===== config.mk =====
export PLATFORM = sky130hd
export DESIGN_NAME = wb_slave_timeout_bridge
export DESIGN_NICKNAME = d
export VERILOG_FILES = /design/src/rtl/wb_sys_pkg.sv /design/src/rtl/wb_timeout_counter.sv /design/src/rtl/wb_slave_timeout_bridge.sv
export SDC_FILE = /design/constraint.sdc
export NUM_CORES = 1
export LEC_CHECK = 0
export BUFFER_PORTS_ARGS = -buffer_cell sky130_fd_sc_hd__buf_4
export CAP_MARGIN = 20
export CELL_PAD_IN_SITES_DETAIL_PLACEMENT = 2
export CELL_PAD_IN_SITES_GLOBAL_PLACEMENT = 2
export CORE_ASPECT_RATIO = 1.1
export CORE_MARGIN = 4
export CORE_UTILIZATION = 29
export DETAILED_ROUTE_END_ITERATION = 10
export PLACE_DENSITY = 0.91
export SLEW_MARGIN = 20
export SYNTH_ARGS = -nofsm -noshare
export SYNTH_HDL_FRONTEND = slang
export SYNTH_SLANG_ARGS = --single-unit

===== constraint.sdc =====
create_clock -name clk -period 3.1 [get_ports clk]
set_input_delay 0.155 -clock clk [delete_from_list [all_inputs] [get_ports clk]]
set_output_delay 0.155 -clock clk [all_outputs]
set_load 0.02 [all_outputs]

===== src/rtl/wb_sys_pkg.sv =====
// Shared Wishbone system definitions.
//   - bridge_state_e : state encoding of the slave-side timeout bridge
//   - TIMEOUT_CNT_W  : width of the saturating timeout event counter
//   - CTI_*          : Wishbone cycle type identifiers shared with the interconnect
package wb_sys_pkg;

  typedef enum logic [1:0] {
    StIdle,
    StReq,
    StResp
  } bridge_state_e;

  localparam int unsigned TIMEOUT_CNT_W = 16;

  localparam logic [2:0] CTI_CLASSIC = 3'b000;
  localparam logic [2:0] CTI_CONST   = 3'b001;
  localparam logic [2:0] CTI_INCR    = 3'b010;
  localparam logic [2:0] CTI_EOB     = 3'b111;

endpackage


===== src/rtl/wb_timeout_counter.sv =====
// Wait-state counter for the bridge's downstream request.
// Ports:
//   clk, rstn : clock, asynchronous active-low reset
//   clr       : restart the count at 0 (new request captured)
//   en        : advance the count by one
//   limit     : count value at which the request is considered expired
//   expired   : count has reached limit (never asserted when TIMEOUT is 0)
module wb_timeout_counter #(
  parameter int unsigned TIMEOUT = 256,
  parameter int unsigned CNT_W   = 9
) (
  input  logic             clk,
  input  logic             rstn,
  input  logic             clr,
  input  logic             en,
  input  logic [CNT_W-1:0] limit,
  output logic             expired
);

  logic [CNT_W-1:0] cnt_q;

  always_ff @(posedge clk or negedge rstn) begin
    if (!rstn) begin
      cnt_q <= '0;
    end else if (TIMEOUT == 0) begin
      // Timeout disabled: the counter never moves.
      cnt_q <= '0;
    end else if (clr) begin
      cnt_q <= '0;
    end else if (en) begin
      cnt_q <= cnt_q + CNT_W'(1);
    end
  end

  assign expired = (TIMEOUT != 0) && (cnt_q == limit);

endmodule


===== src/rtl/wb_slave_timeout_bridge.sv =====
// Registered bridge between one interconnect slave port and a Wishbone classic slave.
// Each upstream request is captured into registers and replayed downstream; the slave's
// termination and read data come back upstream one cycle later. A slave that stays silent
// for TIMEOUT strobe cycles is terminated with ERR and TIMEOUT_DATA.
// Ports:
//   clk, rstn                          : clock, asynchronous active-low reset
//   ADR/CTI/BTE/DAT_W/SEL/WE/CYC/STB   : upstream request
//   DAT_R/ACK/ERR                      : upstream response (registered)
//   SADR/SCTI/SBTE/SDAT_W/SSEL/SWE     : downstream request (registered)
//   SCYC/SSTB                          : downstream cycle/strobe (registered)
//   SDAT_R/SACK/SERR                   : downstream response
//   timeout                            : one-cycle pulse when a timeout fires
//   timeout_cnt                        : saturating count of timeouts since reset
module wb_slave_timeout_bridge
  import wb_sys_pkg::*;
#(
  parameter int unsigned              WB_ADDR_WIDTH = 32,
  parameter int unsigned              WB_DATA_WIDTH = 32,
  parameter int unsigned              TIMEOUT       = 256,
  parameter logic [WB_DATA_WIDTH-1:0] TIMEOUT_DATA  = 'hdeadbeef
) (
  input  logic                       clk,
  input  logic                       rstn,
  input  logic [WB_ADDR_WIDTH-1:0]   ADR,
  input  logic [2:0]                 CTI,
  input  logic [1:0]                 BTE,
  input  logic [WB_DATA_WIDTH-1:0]   DAT_W,
  input  logic [WB_DATA_WIDTH/8-1:0] SEL,
  input  logic                       WE,
  input  logic                       CYC,
  input  logic                       STB,
  output logic [WB_DATA_WIDTH-1:0]   DAT_R,
  output logic                       ACK,
  output logic                       ERR,
  output logic [WB_ADDR_WIDTH-1:0]   SADR,
  output logic [2:0]                 SCTI,
  output logic [1:0]                 SBTE,
  output logic [WB_DATA_WIDTH-1:0]   SDAT_W,
  output logic [WB_DATA_WIDTH/8-1:0] SSEL,
  output logic                       SWE,
  output logic                       SCYC,
  output logic                       SSTB,
  input  logic [WB_DATA_WIDTH-1:0]   SDAT_R,
  input  logic                       SACK,
  input  logic                       SERR,
  output logic                       timeout,
  output logic [TIMEOUT_CNT_W-1:0]   timeout_cnt
);

  localparam int unsigned     CntW  = (TIMEOUT == 0) ? 1 : $clog2(TIMEOUT + 1);
  localparam logic [CntW-1:0] Limit = (TIMEOUT == 0) ? '0 : CntW'(TIMEOUT - 1);

  bridge_state_e state_q, state_d;

  logic [WB_ADDR_WIDTH-1:0]   sadr_q, sadr_d;
  logic [2:0]                 scti_q, scti_d;
  logic [1:0]                 sbte_q, sbte_d;
  logic [WB_DATA_WIDTH-1:0]   sdat_w_q, sdat_w_d;
  logic [WB_DATA_WIDTH/8-1:0] ssel_q, ssel_d;
  logic                       swe_q, swe_d;
  logic                       scyc_q, scyc_d;
  logic                       sstb_q, sstb_d;
  logic [WB_DATA_WIDTH-1:0]   dat_r_q, dat_r_d;
  logic                       ack_q, ack_d;
  logic                       err_q, err_d;
  logic                       timeout_q, timeout_d;
  logic [TIMEOUT_CNT_W-1:0]   tcnt_q, tcnt_d;

  logic capture;
  logic slave_resp;
  logic expired;
  logic cnt_en;

  assign capture    = (state_q == StIdle) && CYC && STB;
  assign slave_resp = SACK || SERR;
  // Count only on cycles where REQ neither terminates nor aborts.
  assign cnt_en     = (state_q == StReq) && !slave_resp && !expired && CYC;

  wb_timeout_counter #(
    .TIMEOUT (TIMEOUT),
    .CNT_W   (CntW)
  ) u_timeout_counter (
    .clk     (clk),
    .rstn    (rstn),
    .clr     (capture),
    .en      (cnt_en),
    .limit   (Limit),
    .expired (expired)
  );

  // State register
  always_ff @(posedge clk or negedge rstn) begin
    if (!rstn) begin
      state_q <= StIdle;
    end else begin
      state_q <= state_d;
    end
  end

  // Next-state logic; a slave response outranks the timeout, which outranks an abort.
  always_comb begin
    state_d = state_q;
    unique case (state_q)
      StIdle: if (CYC && STB) state_d = StReq;
      StReq: begin
        if (slave_resp || expired) state_d = StResp;
        else if (!CYC)             state_d = StIdle;
      end
      StResp:  state_d = StIdle;
      default: state_d = StIdle;
    endcase
  end

  // Next values of the registered outputs
  always_comb begin
    sadr_d    = sadr_q;
    scti_d    = scti_q;
    sbte_d    = sbte_q;
    sdat_w_d  = sdat_w_q;
    ssel_d    = ssel_q;
    swe_d     = swe_q;
    scyc_d    = scyc_q;
    sstb_d    = sstb_q;
    dat_r_d   = dat_r_q;
    ack_d     = 1'b0;
    err_d     = 1'b0;
    timeout_d = 1'b0;
    tcnt_d    = tcnt_q;
    unique case (state_q)
      StIdle: begin
        if (CYC && STB) begin
          sadr_d   = ADR;
          scti_d   = CTI;
          sbte_d   = BTE;
          sdat_w_d = DAT_W;
          ssel_d   = SEL;
          swe_d    = WE;
          scyc_d   = 1'b1;
          sstb_d   = 1'b1;
        end
      end
      StReq: begin
        if (slave_resp) begin
          dat_r_d = (SACK && swe_q) ? '0 : SDAT_R;
          ack_d   = SACK;
          err_d   = SERR && !SACK;
          scyc_d  = 1'b0;
          sstb_d  = 1'b0;
        end else if (expired) begin
          dat_r_d   = TIMEOUT_DATA;
          err_d     = 1'b1;
          timeout_d = 1'b1;
          if (tcnt_q != '1) tcnt_d = tcnt_q + TIMEOUT_CNT_W'(1);
          scyc_d    = 1'b0;
          sstb_d    = 1'b0;
        end else if (!CYC) begin
          scyc_d = 1'b0;
          sstb_d = 1'b0;
        end
      end
      StResp:  ;
      default: ;
    endcase
  end

  always_ff @(posedge clk or negedge rstn) begin
    if (!rstn) begin
      sadr_q    <= '0;
      scti_q    <= '0;
      sbte_q    <= '0;
      sdat_w_q  <= '0;
      ssel_q    <= '0;
      swe_q     <= 1'b0;
      scyc_q    <= 1'b0;
      sstb_q    <= 1'b0;
      dat_r_q   <= '0;
      ack_q     <= 1'b0;
      err_q     <= 1'b0;
      timeout_q <= 1'b0;
      tcnt_q    <= '0;
    end else begin
      sadr_q    <= sadr_d;
      scti_q    <= scti_d;
      sbte_q    <= sbte_d;
      sdat_w_q  <= sdat_w_d;
      ssel_q    <= ssel_d;
      swe_q     <= swe_d;
      scyc_q    <= scyc_d;
      sstb_q    <= sstb_d;
      dat_r_q   <= dat_r_d;
      ack_q     <= ack_d;
      err_q     <= err_d;
      timeout_q <= timeout_d;
      tcnt_q    <= tcnt_d;
    end
  end

  assign SADR        = sadr_q;
  assign SCTI        = scti_q;
  assign SBTE        = sbte_q;
  assign SDAT_W      = sdat_w_q;
  assign SSEL        = ssel_q;
  assign SWE         = swe_q;
  assign SCYC        = scyc_q;
  assign SSTB        = sstb_q;
  assign DAT_R       = dat_r_q;
  assign ACK         = ack_q;
  assign ERR         = err_q;
  assign timeout     = timeout_q;
  assign timeout_cnt = tcnt_q;

endmodule


# Yosys cells after proc, flatten, opt, wreduce, memory -nomap -nowiden
# Index checks and enable logic that the tools add are counted.
# op_classes
n_eq_ne,6
mux,21
bitwise,1
n_addsub,2
reduce_logical,22
# op_table
cell,count
32-bit two-way mux,3
9-bit two-way mux,2
16-bit by 1-bit adder with 16-bit output (second input constant),1
16-bit inequality test (second input constant),1
1-bit two-way mux,11
9-bit by 1-bit adder with 9-bit output (second input constant),1
9-bit by 8-bit equality test with 1-bit output (second input constant),1
1-bit logical AND,8
2-bit two-way mux,3
2-bit AND reduction,3
2-bit nonzero test,3
4-bit inequality test (second input constant),1
2-bit case mux with 2 select lines,1
4-bit AND reduction,1
1-bit zero test,3
3-bit by 2-bit inequality test with 1-bit output (second input constant),1
3-bit AND reduction,1
2-bit by 1-bit equality test with 1-bit output (second input constant),1
2-bit zero test,1
1-bit logical OR,2
2-bit by 1-bit inequality test with 1-bit output (second input constant),1
1-bit case mux with 2 select lines,1
1-bit inverter,1
# word_totals
regBits,137
elab_cells,66
input_bits,112

# Logic depth before layout (Yosys ltp)
# Gate-level depths: netlist of run 1.
# depth
depth_word,7
ltp_mapped,9
mapped_depth_nobuf,8

# By module
# Synthesis of run 1 repeated with hierarchy kept, for this count alone.
# hier_totals
hier_cells,430
hier_area_um2,5586.6
# by_module_without_submodules
mod,area_each_um2,cells_per_inst,n_inst,seq_area_each_um2
wb_slave_timeout_bridge,5043.6,375,1,3203.1
wb_timeout_counter,543.0,55,1,225.2

# Least setup slack after synthesis of run 1
# OpenSTA, ideal clock, no wires.
# synth_timing
kind,register to register
startpoint,register u_timeout_counter.cnt_q[2]
endpoint,register dat_r_q[14] (netlist: DAT_R[14])
setup_time_ns,0.133
t_arrival_ns,1.807
stages_incl_launch_ff,9
slack_ns,1.160
cell_sequence,dfrtp_1 and4_1 nand2_1 nor2_1 ha_1 o31ai_1 clkbuf_1 clkbuf_1 o21ai_0
# synth_via
elab_chain_len,3
# synth_rtl
element,line,rtl
"start, declared",wb_timeout_counter.sv:20,logic [CNT_W-1:0] cnt_q;
"start signal, assigned",wb_timeout_counter.sv:31,cnt_q <= cnt_q + CNT_W'(1);
9-bit by 8-bit equality test with 1-bit output,wb_timeout_counter.sv:35,assign expired = (TIMEOUT != 0) && (cnt_q == limit);
2-bit nonzero test (no line),n/a,
2-bit AND reduction (no line),n/a,
"end signal, assigned",wb_slave_timeout_bridge.sv:190,dat_r_q <= dat_r_d;
"end, declared",wb_slave_timeout_bridge.sv:63,"logic [WB_DATA_WIDTH-1:0] dat_r_q, dat_r_d;"
# No other way between the ends.
# A chain may end at the register's enable or synchronous reset.

# Final worst setup path of run 1
# layout_timing
startpoint,register u_timeout_counter.cnt_q[2]
endpoint,register u_timeout_counter.cnt_q[7]
# layout_via
elab_chain_len,5
elab_cells_between_ends,8
classes_between,add/sub (1); eq/ne (1); mux (2); reduce/logical (4)
# layout_rtl
element
branches (longest 5 deep; another with 9-bit by 1-bit adder with 9-bit output)
# Parallel ways; which one is timed is not known. The select of a mux whose other input is x is not followed.

==> flow_summary_export.csv, run 1 <==
group,metric,value,unit
run_status,status,"finished, final reports clean",
logic_synthesis,ys_ff_latch,137,
global_route,grt_pass1_wl,37.2,mm
routing,drt_iter0_drc,126,
power_and_ir_drop,combPwrFrac,0.280,
worst_hold_path,hold_depth,3,
routing,routed_wl,23.4,mm
power_and_ir_drop,ir_drop,0.000416,V
worst_setup_path,r2r-start,"u_timeout_counter.cnt_q[2]",
clock_network,cts_tree,"built",
logic_synthesis,synth_area,0.00561,sq mm
clock_network,cts_resized,0,
clock_network,cts_buffer_depth,2,
global_route,grt.met2_usage,0.415,
global_route,grtUsageMet3,0.0663,
placed_design,place_hpwl,14.3,mm
logic_synthesis,synth_top_cell_by_area,"dfrtp_1",
timing,slew_viol_final,0,
placed_design,numPortBuffers,238,
worst_setup_path,crit_fanout,7,
worst_setup_path,slowest_delay,0.42,ns
timing,fin_crit,2.33,ns
clock_network,numCtsBuffers,17,
placed_design,gp_congestion,0.723,
final_layout,layout.nets,1029,
logic_synthesis,synth_seq_area_share,0.611,
timing,rsz0062_at_grt,"false",
routing,final_antenna_net_count,0,
worst_setup_path,r2r_cells,8,
die,pin_count,239,
logic_synthesis,synth_cell_types,42,
worst_setup_path,end_kind,"flop",
final_layout,layout-drive-gt1-share,0.315,
logic_synthesis,synth_flop_cell,"dfrtp_1",
timing,max_freq,0.430,GHz
worst_hold_path,hold_path.class,"primary input to flop",
timing,tns,0,ns
routing,vias_per_cell,4.73,
placed_design,dpl.cell_count,1060,
worst_setup_path,worstPathRequired,3.42,ns
worst_setup_path,crit_arrival,2.65,ns
clock_network,cts_root_buf,"clkbuf_16",
worst_setup_path,criticalPathCategory,"flop to flop",
timing,finalSetupViolations,0,
final_layout,layout-area-overhead-vs-synth,61.4,%
flow_run,cap_viol_max_count,0,
die,rows,53,
global_route,grt_pass1_vias,6604,
worst_setup_path,cp.depth,8,
routing,drcViolationCount,0,
die,core_region_area,0.0191,sq mm
logic_synthesis,synth_top_area_share,0.611,
worst_setup_path,path_delay_family,"simple AND/OR/NAND/NOR gates",
worst_setup_path,startpoint,"u_timeout_counter.cnt_q[2]",
routing,vias,5552,
power_and_ir_drop,p_switching,2040,uW
clock_network,cts.clk_slew.worst_paths,0.06,ns
worst_hold_path,worstHoldStart,"SDAT_R[4]",
final_layout,final_core_util,0.474,
global_route,top_usage_layer,"met2",
power_and_ir_drop,pwr-share-seq,0.387,
timing,hold_viol,0,
global_route,grt_max_degree,80,
timing,post-route-period-util,0.751,
worst_setup_path,cp_slowest_cell,"dfrtp_1",
worst_setup_path,critPathBufInv,0,
logic_synthesis,syn_nets,714,
clock_network,cts.sinks,137,
global_route,overflow,0,
die,start_util,0.294,
final_layout,nFillCells,2012,
power_and_ir_drop,power_leakage,0.00476,uW
logic_synthesis,syn_avg_cell_area,9.37,sq um
power_and_ir_drop,p_int,4000,uW
die,die_w,141,um
global_route,grt_use_met1,0.227,
logic_synthesis,synth_warnings,0,
final_layout,stdcell_count,1175,
die,dieArea,0.0217,sq mm
worst_setup_path,crit_chain,"and4_1 > nand2_1 > nor2_1 > ha_1 > nor3b_2 > nand3_1 > or3_1 > a21oi_1",
worst_setup_path,start_kind,"flop",
global_route,antenna_found_initial,1,
routing,dr.pass1.iters,4,
logic_synthesis,synth_area_leaders,"dfrtp_1 (61%), nand2_1 (19%), o21ai_0 (5.5%)",
die,fp.dieH,154,um
logic_synthesis,synthArstFlopShare,1.00,
clock_network,htree_num_levels,4,
routing,wl_per_cell,19.9,um
timing,relSlewSlack,0.412,
power_and_ir_drop,power_density,667,mW/mm^2
logic_synthesis,syn_inst,599,
power_and_ir_drop,clkPwrFrac,0.333,
clock_network,clkLatencyLatePin,0.42,ns
power_and_ir_drop,swShare,0.338,
global_route,grtUsageTotal,0.219,
timing,tightestPinTransition,0.882,ns
logic_synthesis,synth_edf_count,0,
timing,skew,0.00903,ns
final timing paths:
kind                                                   end  slack, ns
max in group asynchronous                        SDAT_W[1]       2.00
min in group asynchronous                         SADR[28]       0.27
worst min register to register                   SDAT_W[2]       0.48
worst max register to register  u_timeout_counter.cnt_q[7]       0.77
worst max-delay path            u_timeout_counter.cnt_q[7]       0.77
worst min-delay path                              DAT_R[4]       0.02
layout make-up:
class / count / area, sq um / share of cell area
multi-input cells: 427 / 2050 / 0.227
clock buffers: 17 / 425 / 0.0470
clock inverters: 15 / 150 / 0.0166
repair buffers: 327 / 2680 / 0.295
flip-flops and latches: 137 / 3430 / 0.378
well taps: 247 / 309 / 0.0341
diodes: 1 / 2.50 / 0.000276
inverters: 4 / 15.0 / 0.00166
repair_timing:
item                                    in CTS  in global routing
hold buffers                                82                  0
setup buffers                                0                  0
hold endpoints to repair                   140                  0
endpoints found under the setup margin       0                  0
synthesized netlist by cell type (all sizes together) (4+ instances only):
cell / instances
buf: 12
nand3: 7
nand2: 277
inv: 4
nand4: 11
nor3: 6
and4: 5
xor2: 14
nor2: 11
a21oi: 4
o21ai: 62
clkbuf: 19
dfrtp: 137
state kept, by name (all words and copies together), names as in the netlist, 3 cells and up:
register and cells:
SADR 32, u_timeout_counter.cnt_q 9, SDAT_W 32, timeout_cnt 16
SSEL 4, SCTI 3, DAT_R 32
routing by layer:
metal	part of all wire	routed length, um	vias to the layer above
li1	-	-	2568
met1	0.36	8320	2768
met2	0.55	13000	170
met3	0.059	1380	46
met4	0.032	745	0
met5	0	0	-
per-stage QoR:
step | cell area (sq um) | hold slack, ns | total power [uW] | worst slack, ns
after floorplan | 5610 | -0.141 | 3040 | 1.16
after global placement | 7660 | 0.176 | 3830 | 0.970
after detailed placement | 7660 | 0.180 | 3930 | 0.785
after CTS | 9060 | 0.00135 | 6050 | 0.744
after global routing | 9060 | 0.0379 | 6360 | 0.582
final | 9060 | 0.0162 | 6040 | 0.772
worst register-to-register path, stage by stage, from the launching register on:
cell and delay (ns):
dfrtp_1 0.42, and4_1 0.24, nand2_1 0.11, nor2_1 0.06, ha_1 0.31, nor3b_2 0.42
nand3_1 0.16, or3_1 0.35, a21oi_1 0.18
cells by family (layout without fill, tap and decap cells):
family / count (synthesis) / after routing / synth area share
simple gates: 334 / 334 / 0.259
flops: 137 / 137 / 0.611
compound gates: 72 / 72 / 0.0664
buf+inv: 35 / 363 / 0.0274
xor+xnor: 15 / 15 / 0.0234
fa+ha+maj: 3 / 3 / 0.00669
mux: 3 / 3 / 0.00668
other cells: 0 / 1 / 0
layout by cell type, fill, tap and decap left out, types with 2 or more instances in the layout:
cell	count
a21oi_1	4
and2_1	3
and3_1	3
and4_1	3
buf_4	243
bufinv_16	2
clkbuf_16	17
clkinv_2	5
clkinvlp_4	4
dfrtp_1	137
dlygate4sd3_1	82
ha_1	3
inv_1	4
inv_6	3
nand2_1	277
nand3_1	7
nand4_1	10
nor2_1	10
nor3_1	5
nor3b_2	2
o21ai_0	62
xor2_1	14
power by group through the flow:
| stage | combinational (uW) | clock (uW) | sequential [uW] |
|---|---|---|---|
| after floorplan | 334 | 0 | 2710 |
| after global placement | 1510 | 0 | 2320 |
| after detailed placement | 1580 | 0 | 2350 |
| after CTS | 1680 | 2060 | 2320 |
| after global routing | 1820 | 2160 | 2380 |
| final | 1690 | 2010 | 2340 |
(Power assumes the default switching activity.)
==> run 2, diff against run 1 <==
- CORE_UTILIZATION: 29 -> 27
- PLACE_DENSITY: 0.91 -> 0.86
- clock period: 3.1 -> 2.3 ns (I/O delays scaled with it)
==> run 2 against run 1 <==
Net effect: global-route usage is 1.5 points lower; cell count rose by 1.5%; worst setup slack worse by 0.55 ns; register-to-register slack lost 0.55 ns; count of clock-buffer cells in the layout up 3; critical path depth shrank 1; die area rose by 7.0%; sequential share of layout area decreased by 1.0 points; combinational power is 37% higher; clock skew is 0.0024 ns higher; critical path type unchanged; critical endpoint is now timeout_cnt[1]; highest routed layer unchanged.
==> flow_summary_export.csv, run 2 (synthesized netlist as in run 1, its figures left out) <==
group,metric,value,unit
run_status,status,"finished, final reports clean",
placed_design,place_ws,0.123,ns
worst_setup_path,crit_top_cell,"nand2_1",
worst_setup_path,crit_chain,"and4_1 > nand2_1 > nor2_1 > ha_2 > nand2_1 > nor2_2 > mux2_4",
worst_setup_path,crit_arrival,2.36,ns
routing,drcViolationCount,0,
clock_network,cts.sinks,137,
global_route,grt_max_degree,80,
routing,vias_per_cell,4.70,
worst_setup_path,crit_fanout,7,
die,core_region_area,0.0205,sq mm
worst_setup_path,end_kind,"flop",
timing,rsz0062_at_grt,"false",
final_layout,final_cell_mix,"nand2_1 (277), buf_4 (242), dfrtp_1 (137), dlygate4sd3_1 (89), o21ai_0 (62)",
timing,skew,0.0114,ns
final_layout,multi_input_area,0.00206,sq mm
timing,fin_crit,2.08,ns
routing,dr.pass1.iters,4,
global_route,grt_pass1_vias,6692,
placed_design,gp_congestion,0.715,
die,dieArea,0.0232,sq mm
worst_hold_path,worstHoldStart,"SDAT_R[11]",
worst_setup_path,regToRegEndpoint,"timeout_cnt[1]",
placed_design,place_hpwl,14.2,mm
clock_network,cts.clk_slew.worst_paths,0.06,ns
worst_setup_path,r2r_setup_slack,0.22,ns
power_and_ir_drop,power_leakage,0.00487,uW
clock_network,cts_root_buf,"clkbuf_16",
routing,wl_per_cell,19.6,um
final_layout,layout.nets,1038,
timing,max_freq,0.482,GHz
timing,relSlewSlack,0.383,
routing,vias,5613,
timing,setup_slack,0.224,ns
worst_hold_path,hold_depth,3,
worst_setup_path,worstPathRequired,2.59,ns
worst_hold_path,hold_path.class,"primary input to flop",
final_layout,layout-area-overhead-vs-synth,65.9,%
die,pin_count,239,
worst_setup_path,start_kind,"flop",
power_and_ir_drop,ir_drop,0.000474,V
clock_network,cts_tree,"built",
timing,post-route-period-util,0.902,
routing,drt_iter0_drc,163,
worst_hold_path,whs_endpoint,"DAT_R[11]",
worst_setup_path,slowest_delay,0.41,ns
power_and_ir_drop,power_density,928,mW/mm^2
clock_network,cts_setup_buffers,0,
timing,slew_viol_final,0,
clock_network,numCtsBuffers,17,
clock_network,cts_buffer_depth,2,
worst_setup_path,r2r_cells,7,
final_layout,layout-drive-gt1-share,0.314,
routing,routed_wl,23.4,mm
timing,hold_viol,0,
global_route,antenna_found_initial,2,
die,rows,55,
worst_setup_path,r2r-start,"u_timeout_counter.cnt_q[2]",
routing,final_antenna_net_count,0,
clock_network,clkLatencyLatePin,0.41,ns
clock_network,htree_num_levels,4,
final_layout,nFillCells,2196,
timing,finalSetupViolations,0,
die,start_util,0.274,
global_route,grt_pass1_wl,37.6,mm
global_route,overflow,0,
placed_design,numPortBuffers,238,
worst_setup_path,cp_slowest_cell,"dfrtp_1",
timing,tns,0,ns
worst_setup_path,criticalPathCategory,"flop to flop",
flow_run,cap_viol_max_count,0,
final_layout,final_common_cell,"nand2_1",
global_route,grtUsageTotal,0.204,
die,fp.dieH,159,um
die,die_w,145,um
timing,tightestPinTransition,0.925,ns
final_layout,seq_area,0.00343,sq mm
-- run 2: cell types whose count changed in the layout (fill, tap and decap cells not counted), sizes merged --
| cell | before | now |
|---|---|---|
| dlygate4sd3 | 82 | 89 |
| bufinv | 2 | 6 |
| clkinv | 6 | 2 |
| clkbuf | 17 | 20 |
| clkinvlp | 4 | 1 |
| buf | 245 | 247 |
| diode | 1 | 2 |
| inv | 7 | 6 |
-- run 2: layout make-up --
type / count / share of cell area
multi-input cells: 427 / 0.221
clock buffers: 20 / 0.0501
clock inverters: 11 / 0.0231
repair buffers: 336 / 0.301
well taps: 256 / 0.0344
flip-flops and latches: 137 / 0.368
inverters: 4 / 0.00161
diodes: 2 / 0.000537
-- run 2: what timing repair did --
item / CTS / global route
setup endpoints to repair: 0 / 9
resized for setup: 0 / 2
hold buffers: 89 / 0
hold endpoints to repair: 171 / 0
-- run 2: critical path: cells and delay by family (launching register included) --
kind / cells / cell delay, ns
DFF: 1 / 0.41
adders and majority gates: 1 / 0.31
muxes: 1 / 0.32
and+or+nand+nor: 5 / 0.91
-- run 2: stage by stage --
step                      instance area [sq um]  total power [uW]  hold WS, ns  cells  utilization
after global routing                       9310              9090       0.0205   1193        0.454
final                                      9310              8640       0.0311   1193        0.454
after global placement                     7720              5200      0.00923   1071        0.377
after floorplan                            5610              4100       -0.181    599            -
after CTS                                  9300              8680      0.00522   1191        0.453
after detailed placement                   7720              5310       0.0136   1071        0.377
-- run 2: worst max-delay path by stage --
stage                                from                         end  slack (ns)  depth (start not counted)
6_report       u_timeout_counter.cnt_q[2]              timeout_cnt[1]        0.22                          7
5_1_grt        u_timeout_counter.cnt_q[2]              timeout_cnt[1]        0.04                          7
4_1_cts        u_timeout_counter.cnt_q[2]              timeout_cnt[1]         0.1                          7
3_5_place_dp   u_timeout_counter.cnt_q[2]  u_timeout_counter.cnt_q[4]        0.12                          9
3_3_place_gp   u_timeout_counter.cnt_q[2]  u_timeout_counter.cnt_q[4]        0.21                          9
2_1_floorplan  u_timeout_counter.cnt_q[2]                   DAT_R[14]        0.36                          8
-- run 2: report_power, final --
part	switching (uW)	internal (uW)	total, uW
sequential	290	2850	3140
clock	1070	2120	3190
combinational	1340	964	2310
total	2700	5930	8640
-- run 2: metal layers --
layer  global-route usage  up-vias  wire [um]
met1                0.210     2827       8460
li1                     -     2586          -
met5                    0        -          0
met3               0.0495       46        968
met2                0.392      154      13000
met4               0.0864        0        908
==> run 3, diff against run 2 <==
- PLACE_DENSITY: 0.86 -> 0.8
==> run 3 against run 2 <==
Net effect: design area fell by 0.52%; sequential share of layout area rose by 0.19 points; global-route usage down 0.64 points; clock power down 7.2%; critical path depth did not move; hold slack got worse by 0.014 ns; first-iteration DRC count down 31%; routed wire length is 4.0% lower; power down 3.0%; cell count is essentially flat; count of clock-buffer cells in the layout fell by 2; fmax rose by 1.0%.
==> flow_summary_export.csv, run 3 (synthesized netlist as in run 1, its figures left out) <==
group,metric,value,unit
worst_setup_path,criticalPathCategory,"flop to flop",
flow_run,cap_viol_max_count,0,
timing,tns,0,ns
placed_design,numPortBuffers,238,
die,start_util,0.274,
routing,drcViolationCount,0,
worst_setup_path,end_kind,"flop",
global_route,grtUsageTotal,0.198,
routing,final_antenna_net_count,0,
timing,slew_viol_final,0,
routing,routed_wl,22.4,mm
timing,rsz0062_at_grt,"false",
clock_network,cts_setup_buffers,0,
clock_network,cts.sinks,137,
run_status,status,"finished, final reports clean",
worst_setup_path,crit_fanout,7,
timing,finalSetupViolations,0,
timing,hold_viol,0,
placed_design,place_hpwl,13.8,mm
clock_network,cts_root_buf,"clkbuf_16",
placed_design,dpl.cell_count,1072,
worst_hold_path,hold_path.class,"primary input to flop",
timing,max_freq,0.487,GHz
worst_setup_path,worstPathRequired,2.60,ns
worst_setup_path,r2r_cells,7,
routing,dr.pass1.iters,4,
timing,fin_hold_ws,0.0174,ns
clock_network,numCtsBuffers,17,
power_and_ir_drop,power_leakage,0.00483,uW
routing,drt_iter0_drc,113,
timing,skew,0.00991,ns
final_layout,final_cell_mix,"nand2_1 (277), buf_4 (243), dfrtp_1 (137), dlygate4sd3_1 (90), o21ai_0 (62)",
die,die_w,145,um
clock_network,cts_tree,"built",
clock_network,cts.clk_slew.worst_paths,0.07,ns
die,pin_count,239,
power_and_ir_drop,ir_drop,0.000472,V
global_route,antenna_found_initial,0,
final_layout,layout-drive-gt1-share,0.314,
worst_setup_path,start_kind,"flop",
die,fp.dieH,159,um
global_route,grt_max_degree,80,
timing,relSlewSlack,0.473,
die,core_region_area,0.0205,sq mm
timing,tightestPinTransition,0.790,ns
worst_setup_path,crit_arrival,2.36,ns
worst_hold_path,hold_depth,3,
placed_design,place_area,0.00773,sq mm
final_layout,layout-area-overhead-vs-synth,65.0,%
final_layout,final_core_util,0.452,
final_layout,stdcell_count,1194,
die,rows,55,
die,dieArea,0.0232,sq mm
final_layout,layout.nets,1040,
global_route,grt_pass1_wl,37.0,mm
global_route,grt_pass1_vias,6556,
global_route,overflow,0,
clock_network,clkLatencyLatePin,0.42,ns
final_layout,antenna_cells,0,
timing,post-route-period-util,0.894,
clock_network,htree_num_levels,4,
placed_design,gp_congestion,0.730,
power_and_ir_drop,power_density,904,mW/mm^2
final_layout,final_common_cell,"nand2_1",
timing,fin_crit,2.06,ns
routing,wl_per_cell,18.8,um
routing,vias,5505,
routing,vias_per_cell,4.61,
final_layout,design_area,0.00926,sq mm
clock_network,cts_buffer_depth,2,
==> run 3: changes by cell type in the layout (fill, tap and decap cells not counted) <==
| cell | delta |
|---|---|
| buf_4 | +1 |
| nor3b_2 | +1 |
| bufinv_16 | -2 |
| clkinv_4 | +2 |
| clkbuf_8 | -3 |
| clkinv_2 | -1 |
| clkbuf_1 | +1 |
| clkinvlp_4 | +4 |
| nor3b_4 | -1 |
| diode_2 | -2 |
| dlygate4sd3_1 | +1 |
==> run 3: worst paths after layout <==
check                                           start              end  slack (ns)
min in group asynchronous                        rstn         SADR[11]        0.27
max in group asynchronous                        rstn          SADR[7]        1.42
max                        u_timeout_counter.cnt_q[2]  timeout_cnt[14]        0.24
max reg2reg                u_timeout_counter.cnt_q[2]  timeout_cnt[14]        0.24
min                                        SDAT_R[12]        DAT_R[12]        0.02
min reg2reg                                   SADR[4]          SADR[4]        0.47
==> run 3: per-layer routing <==
| layer | GRT usage | share of wire | up-vias |
|---|---|---|---|
| met2 | 0.370 | 0.55 | 142 |
| met3 | 0.0433 | 0.041 | 35 |
| li1 | - | - | 2584 |
| met5 | 0 | 0 | - |
| met1 | 0.218 | 0.38 | 2744 |
| met4 | 0.0777 | 0.030 | 0 |
==> run 3: repair_timing <==
item                       CTS  global route
hold endpoints to repair   141             0
setup endpoints to repair    0             5
gates resized for setup      0             1
hold buffers                90             0
==> run 3: critical path, cell delays in order, from the launching register on <==
cell and delay [ns]:
dfrtp_1 0.41, and4_1 0.26, nand2_1 0.09, nor2_1 0.14, ha_2 0.30, nand4_1 0.14
nor3_1 0.24, mux2_2 0.36
==> run 3: final cells by class <==
class,count,area (sq um)
Fill cell,2187,11200
Sequential cell,137,3430
Timing Repair Buffer,338,2820
Multi-Input combinational cell,427,2060
Clock buffer,18,429
Tap cell,256,320
Clock inverter,14,198
Inverter,4,15.0
==> run 3: per-stage QoR <==
stage	power, uW	setup slack (ns)
after detailed placement	5290	0.112
after global placement	5200	0.241
after floorplan	4100	0.360
after global routing	8810	0.0623
after CTS	8430	0.0786
final	8380	0.245
==> run 3: where the power goes <==
| part | switching [uW] | internal (uW) | total [uW] |
|---|---|---|---|
| clock network | 1140 | 1820 | 2960 |
| registers | 279 | 2850 | 3130 |
| logic | 1330 | 965 | 2290 |
